**config.mk**
```make
export PLATFORM = sky130hd
export DESIGN_NAME = command_bus_arbiter
export DESIGN_NICKNAME = d
export VERILOG_FILES = /design/src/rtl/command_bus_arbiter_pkg.sv /design/src/rtl/command_bus_arbiter_rr_arbiter.sv /design/src/rtl/command_bus_arbiter.sv
export SDC_FILE = /design/constraint.sdc
export NUM_CORES = 1
export LEC_CHECK = 0
export CAP_MARGIN = 30
export CORE_AREA = 3 3 478 480
export DETAILED_ROUTE_END_ITERATION = 12
export DIE_AREA = 0 0 481 483
export GPL_ROUTABILITY_DRIVEN = 0
export PLACE_DENSITY_LB_ADDON = 0.2
export SLEW_MARGIN = 20
export SYNTH_ARGS = -nofsm -noshare
export SYNTH_HDL_FRONTEND = slang
export SYNTH_HIERARCHICAL = 1
export SYNTH_SLANG_ARGS = --single-unit
export TNS_END_PERCENT = 10
```
**constraint.sdc**
```tcl
create_clock -name i_clk -period 2.1 [get_ports i_clk]
set_input_delay 0.525 -clock i_clk [delete_from_list [all_inputs] [get_ports i_clk]]
set_output_delay 0.525 -clock i_clk [all_outputs]
set_load 0.02 [all_outputs]
```
**src/rtl/command_bus_arbiter_pkg.sv**
```systemverilog
// ============================================================================
// command_bus_arbiter_pkg - shared state encoding and sizing helper
// Rev 1.0
// ============================================================================
`default_nettype none

package command_bus_arbiter_pkg;

  localparam int c_cmd_w_default = 204;

  typedef enum logic [1:0] {
    ST_IDLE     = 2'd0,
    ST_ISSUE    = 2'd1,
    ST_WAIT_ACK = 2'd2,
    ST_GAP      = 2'd3
  } arb_state_t;

  // Width of a counter that runs 0 .. n-1 (at least one bit).
  function automatic int cnt_width(input int n);
    return (n > 1) ? $clog2(n) : 1;
  endfunction

endpackage

`default_nettype wire

```
**src/rtl/command_bus_arbiter_rr_arbiter.sv**
```systemverilog
// ============================================================================
// command_bus_arbiter_rr_arbiter - combinational round-robin pick
// Rev 1.0
// ============================================================================
`default_nettype none

module command_bus_arbiter_rr_arbiter #(
  parameter int NUM_REQ = 2,
  parameter int IDX_W   = 1
) (
  input  logic [NUM_REQ-1:0] i_valid,
  input  logic [IDX_W-1:0]   i_ptr,
  output logic [NUM_REQ-1:0] o_grant,
  output logic [IDX_W-1:0]   o_idx,
  output logic               o_any
);

  logic [IDX_W-1:0] w_hi_idx;
  logic             w_hi_any;
  logic [IDX_W-1:0] w_lo_idx;
  logic             w_lo_any;

  // Lowest valid at/after the pointer wins; otherwise wrap to the lowest valid overall.
  always_comb begin
    w_hi_idx = '0;
    w_hi_any = 1'b0;
    w_lo_idx = '0;
    w_lo_any = 1'b0;
    for (int j = NUM_REQ - 1; j >= 0; j--) begin
      if (i_valid[j]) begin
        w_lo_idx = IDX_W'(j);
        w_lo_any = 1'b1;
        if (IDX_W'(j) >= i_ptr) begin
          w_hi_idx = IDX_W'(j);
          w_hi_any = 1'b1;
        end
      end
    end
  end

  assign o_any   = w_lo_any;
  assign o_idx   = w_hi_any ? w_hi_idx : w_lo_idx;
  assign o_grant = o_any ? (NUM_REQ'(1) << o_idx) : '0;

endmodule

`default_nettype wire

```
**src/rtl/command_bus_arbiter.sv**
```systemverilog
// ============================================================================
// command_bus_arbiter - round-robin sharing of the configuration command bus
// Rev 1.0
// ============================================================================
`default_nettype none

module command_bus_arbiter
  import command_bus_arbiter_pkg::*;
#(
  parameter int CMD_W      = c_cmd_w_default,
  parameter int NUM_REQ    = 2,
  parameter int RD_TIMEOUT = 255,
  parameter int MIN_GAP    = 1
) (
  input  logic                     i_clk,
  input  logic                     i_rst_n,
  input  logic [NUM_REQ*CMD_W-1:0] iv_req_cmd,
  input  logic [NUM_REQ-1:0]       iv_req_valid,
  input  logic [NUM_REQ-1:0]       iv_req_is_rd,
  output logic [NUM_REQ-1:0]       ov_req_ready,
  output logic [CMD_W-1:0]         ov_rd_ack,
  output logic [NUM_REQ-1:0]       ov_rd_ack_valid,
  output logic [NUM_REQ-1:0]       ov_rd_timeout,
  output logic [CMD_W-1:0]         ov_wr_command,
  output logic                     o_wr_command_wr,
  output logic [CMD_W-1:0]         ov_rd_command,
  output logic                     o_rd_command_wr,
  input  logic [CMD_W-1:0]         iv_rd_command_ack,
  input  logic                     i_rd_command_ack_wr,
  output logic                     o_stray_ack_pulse
);

  localparam int c_idx_w = $clog2(NUM_REQ);
  localparam int c_tmr_w = cnt_width(RD_TIMEOUT);
  localparam int c_gap_w = cnt_width(MIN_GAP);

  localparam logic [c_idx_w-1:0] c_last_idx = c_idx_w'(NUM_REQ - 1);
  localparam logic [c_tmr_w-1:0] c_tmr_last = c_tmr_w'(RD_TIMEOUT - 1);
  localparam logic [c_gap_w-1:0] c_gap_last = c_gap_w'((MIN_GAP > 0) ? MIN_GAP - 1 : 0);
  localparam logic [NUM_REQ-1:0] c_one_hot0 = NUM_REQ'(1);

  arb_state_t         r_state;
  logic [c_idx_w-1:0] r_ptr;
  logic [c_idx_w-1:0] r_owner;
  logic               r_is_rd;
  logic [c_tmr_w-1:0] r_timer;
  logic [c_gap_w-1:0] r_gap_cnt;

  logic [NUM_REQ-1:0] w_grant;
  logic [c_idx_w-1:0] w_idx;
  logic               w_any;
  logic [CMD_W-1:0]   w_slot [NUM_REQ];
  arb_state_t         w_post_state;

  for (genvar k = 0; k < NUM_REQ; k++) begin : g_slot
    assign w_slot[k] = iv_req_cmd[k*CMD_W +: CMD_W];
  end

  // With no forced gap the bus returns straight to IDLE after a command completes.
  assign w_post_state = (MIN_GAP == 0) ? ST_IDLE : ST_GAP;

  command_bus_arbiter_rr_arbiter #(
    .NUM_REQ (NUM_REQ),
    .IDX_W   (c_idx_w)
  ) u_rr_arbiter (
    .i_valid (iv_req_valid),
    .i_ptr   (r_ptr),
    .o_grant (w_grant),
    .o_idx   (w_idx),
    .o_any   (w_any)
  );

  always_ff @(posedge i_clk or negedge i_rst_n) begin
    if (!i_rst_n) begin
      r_state           <= ST_IDLE;
      r_ptr             <= '0;
      r_owner           <= '0;
      r_is_rd           <= 1'b0;
      r_timer           <= '0;
      r_gap_cnt         <= '0;
      ov_req_ready      <= '0;
      ov_rd_ack         <= '0;
      ov_rd_ack_valid   <= '0;
      ov_rd_timeout     <= '0;
      ov_wr_command     <= '0;
      o_wr_command_wr   <= 1'b0;
      ov_rd_command     <= '0;
      o_rd_command_wr   <= 1'b0;
      o_stray_ack_pulse <= 1'b0;
    end else begin
      ov_req_ready      <= '0;
      ov_rd_ack_valid   <= '0;
      ov_rd_timeout     <= '0;
      o_wr_command_wr   <= 1'b0;
      o_rd_command_wr   <= 1'b0;
      o_stray_ack_pulse <= i_rd_command_ack_wr && (r_state != ST_WAIT_ACK);

      case (r_state)
        ST_IDLE: begin
          if (w_any) begin
            r_owner      <= w_idx;
            r_is_rd      <= iv_req_is_rd[w_idx];
            r_ptr        <= (w_idx == c_last_idx) ? '0 : w_idx + 1'b1;
            ov_req_ready <= w_grant;
            if (iv_req_is_rd[w_idx]) begin
              ov_rd_command   <= w_slot[w_idx];
              o_rd_command_wr <= 1'b1;
            end else begin
              ov_wr_command   <= w_slot[w_idx];
              o_wr_command_wr <= 1'b1;
            end
            r_state <= ST_ISSUE;
          end
        end
        ST_ISSUE: begin
          r_timer   <= '0;
          r_gap_cnt <= '0;
          r_state   <= r_is_rd ? ST_WAIT_ACK : w_post_state;
        end
        ST_WAIT_ACK: begin
          // An ack arriving on the final timeout cycle still completes the read.
          if (i_rd_command_ack_wr) begin
            ov_rd_ack       <= iv_rd_command_ack;
            ov_rd_ack_valid <= c_one_hot0 << r_owner;
            r_state         <= w_post_state;
          end else if (r_timer == c_tmr_last) begin
            ov_rd_timeout <= c_one_hot0 << r_owner;
            r_state       <= w_post_state;
          end else begin
            r_timer <= r_timer + 1'b1;
          end
        end
        ST_GAP: begin
          if (r_gap_cnt == c_gap_last) begin
            r_state <= ST_IDLE;
          end else begin
            r_gap_cnt <= r_gap_cnt + 1'b1;
          end
        end
        default: r_state <= ST_IDLE;
      endcase
    end
  end

endmodule

`default_nettype wire
```
After elaboration in Yosys (flattened, before gate mapping)

Cells that the tools add are included.

Bits of input ports: 619
Register bits: 635
Word-level logic and storage cells: 86

Equal/unequal tests: 10
Multiplexer cells: 40
Shift-type cells: 2
Magnitude comparators: 4
Add/sub/neg operators: 3
Bitwise gates (word level): 2
Reduce and logical (&&, ||, !) cells: 10

Operators by type and width:

| cell                                                        | count |
|---|---|
| two-way mux 204 bit                                         | 3 |
| two-way mux 2 bit                                           | 11 |
| two-way mux 1 bit                                           | 21 |
| two-way mux 8 bit                                           | 2 |
| one-hot mux 8 bit (2 select lines)                          | 1 |
| AND reduction 3 bit                                         | 4 |
| adder 8 x 1 -> 8 bit (second input constant)                | 1 |
| equality test 8 bit (second input constant)                 | 1 |
| inequality test 2 bit (second input constant)               | 4 |
| one-hot mux 2 bit (4 select lines)                          | 1 |
| equality test 2 bit (second input constant)                 | 2 |
| AND reduction 2 bit                                         | 2 |
| nonzero test 2 bit                                          | 2 |
| << shifter 1 x 1 -> 2 bit (first input constant)            | 2 |
| inequality test 3 bit (second input constant)               | 1 |
| adder 1 bit (second input constant)                         | 2 |
| equality test 2 x 1 -> 1 bit (second input constant)        | 1 |
| greater-or-equal comparator 1 bit (first input constant)    | 2 |
| greater-or-equal comparator 2 bit (second input constant)   | 1 |
| logical NOT 2 bit                                           | 1 |
| less-than comparator 1 x 2 -> 1 bit (second input constant) | 1 |
| inequality test 2 x 1 -> 1 bit (second input constant)      | 1 |
| inverter 1 -> 2 bit                                         | 1 |
| one-hot mux 1 bit (2 select lines)                          | 1 |
| 2 further kinds                                             | 2 |

Logic depth before layout (Yosys ltp)

Depth after elaboration: 11
Mapped depth: 10

Cells and area by module

Netlist, hierarchy kept.

Modules (own cells, without submodules):

| module                         | cells each | instances | area each (um^2) |
|---|---|---|---|
| command_bus_arbiter            | 2,068      | 1         | 24,971.4 |
| command_bus_arbiter_rr_arbiter | 5          | 1         | 32.5 |

Worst setup path before layout

OpenSTA, ideal clock, no wires.

Kind: reg2reg
From: register r_state[0]
To: register ov_rd_ack[0]
Data arrival time: 1.713 ns
Required time: 1.975 ns
Cell stages (with the launch flop): 8
Path slack: 0.262 ns
Cells stage by stage: dfrtp_1 inv_1 ha_1 buf_2 nand2_1 clkbuf_1 buf_2 mux2_2

Longest elaborated chain between the ends: 2

RTL lines:

| item                          | RTL line                   | source |
|---|---|---|
| start: declaration            | command_bus_arbiter.sv:42  | `arb_state_t r_state;` |
| start signal: assignment      | command_bus_arbiter.sv:118 | `r_state <= r_is_rd ? ST_WAIT_ACK : w_post_state;` |
| start signal: assignment      | command_bus_arbiter.sv:125 | `r_state <= w_post_state;` |
| start signal: assignment      | command_bus_arbiter.sv:128 | `r_state <= w_post_state;` |
| equality test 2 bit           | command_bus_arbiter.sv:98  | `case (r_state)` |
| AND reduction 2 bit (no line) | -                          |  |
| end signal: assignment        | command_bus_arbiter.sv:123 | `ov_rd_ack <= iv_rd_command_ack;` |
| end: declaration              | command_bus_arbiter.sv:21  | `output logic [CMD_W-1:0] ov_rd_ack,` |

Every way passes these cells.
A chain may end at the register's enable or synchronous reset.

Worst setup path in the final report

From: register r_ptr
To: register ov_wr_command[141]

Longest elaborated chain between the ends: 10

RTL lines:

| item                                                                           | RTL line                                               | source |
|---|---|---|
| start: declaration                                                             | command_bus_arbiter.sv:43                              | `logic [c_idx_w-1:0] r_ptr;` |
| start signal: assignment                                                       | command_bus_arbiter.sv:103                             | `r_ptr <= (w_idx == c_last_idx) ? '0 : w_idx + 1'b1;` |
| greater-or-equal comparator 1 bit                                              | command_bus_arbiter_rr_arbiter.sv:33                   | `if (IDX_W'(j) >= i_ptr) begin` |
| two-way mux 1 bit                                                              | command_bus_arbiter_rr_arbiter.sv:33                   |  |
| two-way mux 1 bit                                                              | command_bus_arbiter_rr_arbiter.sv:30                   | `if (i_valid[j]) begin` |
| two-way mux 1 bit                                                              | command_bus_arbiter_rr_arbiter.sv:33                   |  |
| two-way mux 1 bit                                                              | command_bus_arbiter_rr_arbiter.sv:30                   |  |
| two-way mux 1 bit *                                                            | command_bus_arbiter_rr_arbiter.sv:42                   | `assign o_idx = w_hi_any ? w_hi_idx : w_lo_idx;` |
| via w_idx                                                                      | command_bus_arbiter.sv:50                              | `logic [c_idx_w-1:0] w_idx;` |
| two-way mux 1 bit (not written as such) or inverter 1 -> 2 bit (tied branches) | command_bus_arbiter.sv:105, command_bus_arbiter.sv:109 |  |
| two-way mux 1 bit (not written as such) or two-way mux 204 bit (tied branches) | command_bus_arbiter.sv:105, command_bus_arbiter.sv:109 |  |
| inverter 1 bit (no line) or two-way mux 204 bit (tied branches)                | -                                                      |  |
| AND reduction 3 bit (no line) or two-way mux 204 bit (tied branches)           | -                                                      |  |
| end signal: assignment                                                         | command_bus_arbiter.sv:109                             | `ov_wr_command <= w_slot[w_idx];` |
| end: declaration                                                               | command_bus_arbiter.sv:24                              | `output logic [CMD_W-1:0] ov_wr_command,` |

Mark *: on every way through the listed nets, which the timed path passes. The rest lies on a longest branch. The select of a mux whose other input is x is not followed.

==> key figures <==
Final layout
  – Combined area of the multi-input logic cells: about 8600 um2
  – Commonest non-fill, non-tap cells in the layout: 629 x sky130_fd_sc_hd__dfrtp_1, 617 x sky130_fd_sc_hd__clkdlybuf4s50_1, 419 x sky130_fd_sc_hd__dlygate4sd2_1, 415 x sky130_fd_sc_hd__nor2_1, 410 x sky130_fd_sc_hd__a21oi_1
  – Final-layout fill cell count: 24816
  – Total Nets Final: 4195
  – Fraction of final layout cells sized beyond drive strength 1: 23.5%
  – Final std cells w/o fill: 6638
  – Sequential standard cell area: roughly 16000 um2
  – Post-layout util: 20.4%
  – Synth-to-Final Area Change: 83.0%
  – Commonest non-fill, non-tap cell in the layout: sky130_fd_sc_hd__dfrtp_1

Setup path
  – Endpoint class of the critical path: flip-flop
  – Worst-path cell chain: inv_1 -> a21boi_4 -> buf_6 -> buf_12 -> mux2i_2 -> buf_4 -> a21oi_1
  – Worst Setup Start Kind: flip-flop
  – Slowest stage cell on the critical path: sky130_fd_sc_hd__mux2i_2
  – Data required time at the worst endpoint: 2680 ps
  – Number of buffer and inverter stages on the critical path: 4
  – Worst path depth: 7
  – Crit Reg-Reg Endpoint: ov_wr_command[141]
  – Origin of the critical flop-to-flop path: r_ptr
  – Critical setup path kind: reg2reg
  – CP arrival: 2620 ps
  – Longest individual stage delay on the worst path: 440 ps
  – Worst Reg2Reg Path Length in Cells: 7
  – Highest fanout seen on the critical path: 22
  – Internal reg-to-reg setup slack: 60 ps
  – Top Family by Delay on Critical Path: buffers and inverters

Floorplanning
  – Starting Density: 11.1%
  – Chip Height: 483 um
  – Die outline area: 232000 um2
  – Die X-Extent: 481 um
  – I/O pin cnt: around 1200
  – FP Rows: 174
  – Core Box Area: 225000 um2

Detailed routing
  – Antenna viol nets, final: 0
  – Post-detailed-route via-to-cell ratio: 3.29
  – Average detailed-routed wire length per instance: 22.8 um
  – Total DRC errors in the routed layout: 0
  – Vias: 21828
  – Detailed Routing Iterations Pass 1: 6
  – First-iteration detailed-routing DRC count: approximately 860
  – Final wirelength: 152 mm

Clock network
  – Post-CTS Setup Bufs: 0
  – Worst skew pair latency: about 700 ps
  – Bufs on Longest Clock Path: 3
  – CTS tree: done
  – Clock root buffer: sky130_fd_sc_hd__clkbuf_16
  – Number of buffers added by the clock tree synthesis step: 87
  – Clock slew seen by the registers of the worst setup and hold paths: ~60 ps
  – CTS sink count: 634
  – H-tree depth reported by CTS: 3

Synth
  – Mean Syn Cell Area: 12.1 um2
  – Synthesized netlist net count: 2697
  – Dominant cell type by area after synthesis: sky130_fd_sc_hd__dfrtp_1
  – Distinct cell type count after synthesis: 32
  – Synthesized instance count: 2073
  – Netlist area before placement: 25000 um2
  – Fraction of the yosys area taken by sequential cells: 63.5%
  – Post-synth top area share: 63.5%
  – Flop and latch count out of synthesis: 634
  – Area contributors post-synth: sky130_fd_sc_hd__dfrtp_1 63%, sky130_fd_sc_hd__mux2_2 9.3%, sky130_fd_sc_hd__mux2i_1 8.2%
  – Synth Warn #: 6

Global routing
  – Maximum number of pins on one net before global-route repair: 66
  – Number of antenna violations at the first check in global routing: 27
  – Vias in the first global route: 22811
  – Wire length of the first global-routing pass: 202 mm
  – Global route total overflow: 0
  – Combined global-route utilization of all metal layers: 12.6%

Place
  – Half-perimeter wire length of the detailed placement result: 127 mm
  – Inst Count DP: 6472
  – Count of buffers from port buffering: 1239

Timing
  – F_max: about 490 MHz
  – Share of the clock period used by the worst path after layout: between 90% and 100%
  – Unrepaired setup endpoints after global routing: yes
  – Final hold violations: 0
  – Endpoints failing setup: 0
  – Worst slew pin tran: slightly below 600 ps
  – Shortest clock period the worst path allows after layout: slightly above 2000 ps
  – Count of pins over their slew limit: 0
  – Fin Clk Skew: 33.3 ps
  – Worst-case headroom to the max-slew limit: 59.4%

Pwr
  – Pleak: 19.2 nW
  – Power per cell area: 1540 nW/um2
  – Worst supply voltage drop on vdd: 0.625 mV

Run
  – Maximum Capacitance Violations: 0

Worst hold path
  – Type of the worst min-delay path: in2async

Outcome
  – Outcome: finished, final reports clean
==> stage by stage <==
stage | total power (W) | instance area [um2] | setup TNS [ps] | hold slack (ps) | worst slack (ps)
after floorplan | 0.0372 | 25000 | 0 | 229 | 262
after global placement | 0.0601 | 43100 | -198140 | 474 | -744
after detailed placement | 0.0601 | 43100 | -209790 | 467 | -777
after CTS | 0.0724 | 45600 | -657 | 246 | -59.0
after global routing | 0.0752 | 45800 | -132 | 287 | -52.7
final | 0.0706 | 45800 | 0 | 341 | 58.6
==> logic make-up after synthesis <==
logic type      share of synthesized area, %
compound gates                          8.80
fa+ha+maj                              0.250
simple gates                            6.99
buf+inv                                 2.99
flops                                   63.5
mux                                     17.5
==> worst max path at each step <==
| stage | startpoint | slack (ps) | end |
|---|---|---|---|
| final | r_ptr | 60 | ov_wr_command[141] |
| after detailed placement | iv_req_valid[1] | -780 | ov_wr_command[81] |
| after CTS | r_ptr | -60 | ov_wr_command[149] |
| after floorplan | r_state[0] | 260 | ov_rd_ack[0] |
| after global routing | r_ptr | -50 | ov_wr_command[77] |
| after global placement | iv_req_valid[1] | -740 | ov_rd_command[101] |
==> final cells by class <==
cell class                 instances  area share [%]
tap                             2992            8.18
sequential                       634            34.7
clock buffer                     125            5.57
antenna                            8          0.0437
clock inverter                    31           0.692
inverter                           8          0.0656
timing repair buffer            1546            31.9
multi-input combinational       1294            18.8
==> repair_timing <==
item / 4_1_cts / 5_1_grt
cloned: 0 / 1
resized for setup: 850 / 22
setup endpoints to repair: 805 / 95
pin swaps: 0 / 2
hold buffers: 1 / 0
hold endpoints to repair: 117 / 0
==> registers in the layout (all words and copies together) (netlist names), 2 cells and up <==
register and cells:
ov_rd_command 204, r_state 2, ov_wr_command 204, ov_rd_ack 204, ov_req_ready 2, ov_rd_ack_valid 2, r_timer 8, ov_rd_timeout 2
==> where the power goes <==
part	leakage, nW	internal (W)	switching [W]
clock network	1.42	0.00883	0.00610
registers	7.22	0.0183	0.00363
logic	10.6	0.0134	0.0204
total	19.2	0.0405	0.0301
==> worst register-to-register path: stages, from the launching register on <==
cell and delay [ps]:
sky130_fd_sc_hd__dfrtp_1 370, sky130_fd_sc_hd__inv_1 90, sky130_fd_sc_hd__a21boi_4 200, sky130_fd_sc_hd__buf_6 230
sky130_fd_sc_hd__buf_12 280, sky130_fd_sc_hd__mux2i_2 510, sky130_fd_sc_hd__buf_4 210, sky130_fd_sc_hd__a21oi_1 60
==> routing by layer <==
metal	GRT usage [%]	share of wire, %	up-vias
li1	-	-	10175
met1	14.6	40	10606
met2	21.1	47	859
met3	5.47	10	166
met4	3.41	2.1	22
met5	0	0.080	-
==> cells in the mapped netlist (all sizes together) <==
master and instances:
a21boi 4, a21oi 410, a221oi 1, a31oi 6, and2 2, and2b 1, and3 5, and3b 1
and4 1, and4b 1, buf 133, clkbuf 4, dfrtp 634, ha 5, inv 8, mux2 206
mux2i 206, nand2 8, nand2b 3, nand3 4, nand4 2, nor2 416, nor2b 2, o21ai 6
o22a 1, o31ai 2, or2 1
No activity file was read; power rests on OpenSTA's default activity.
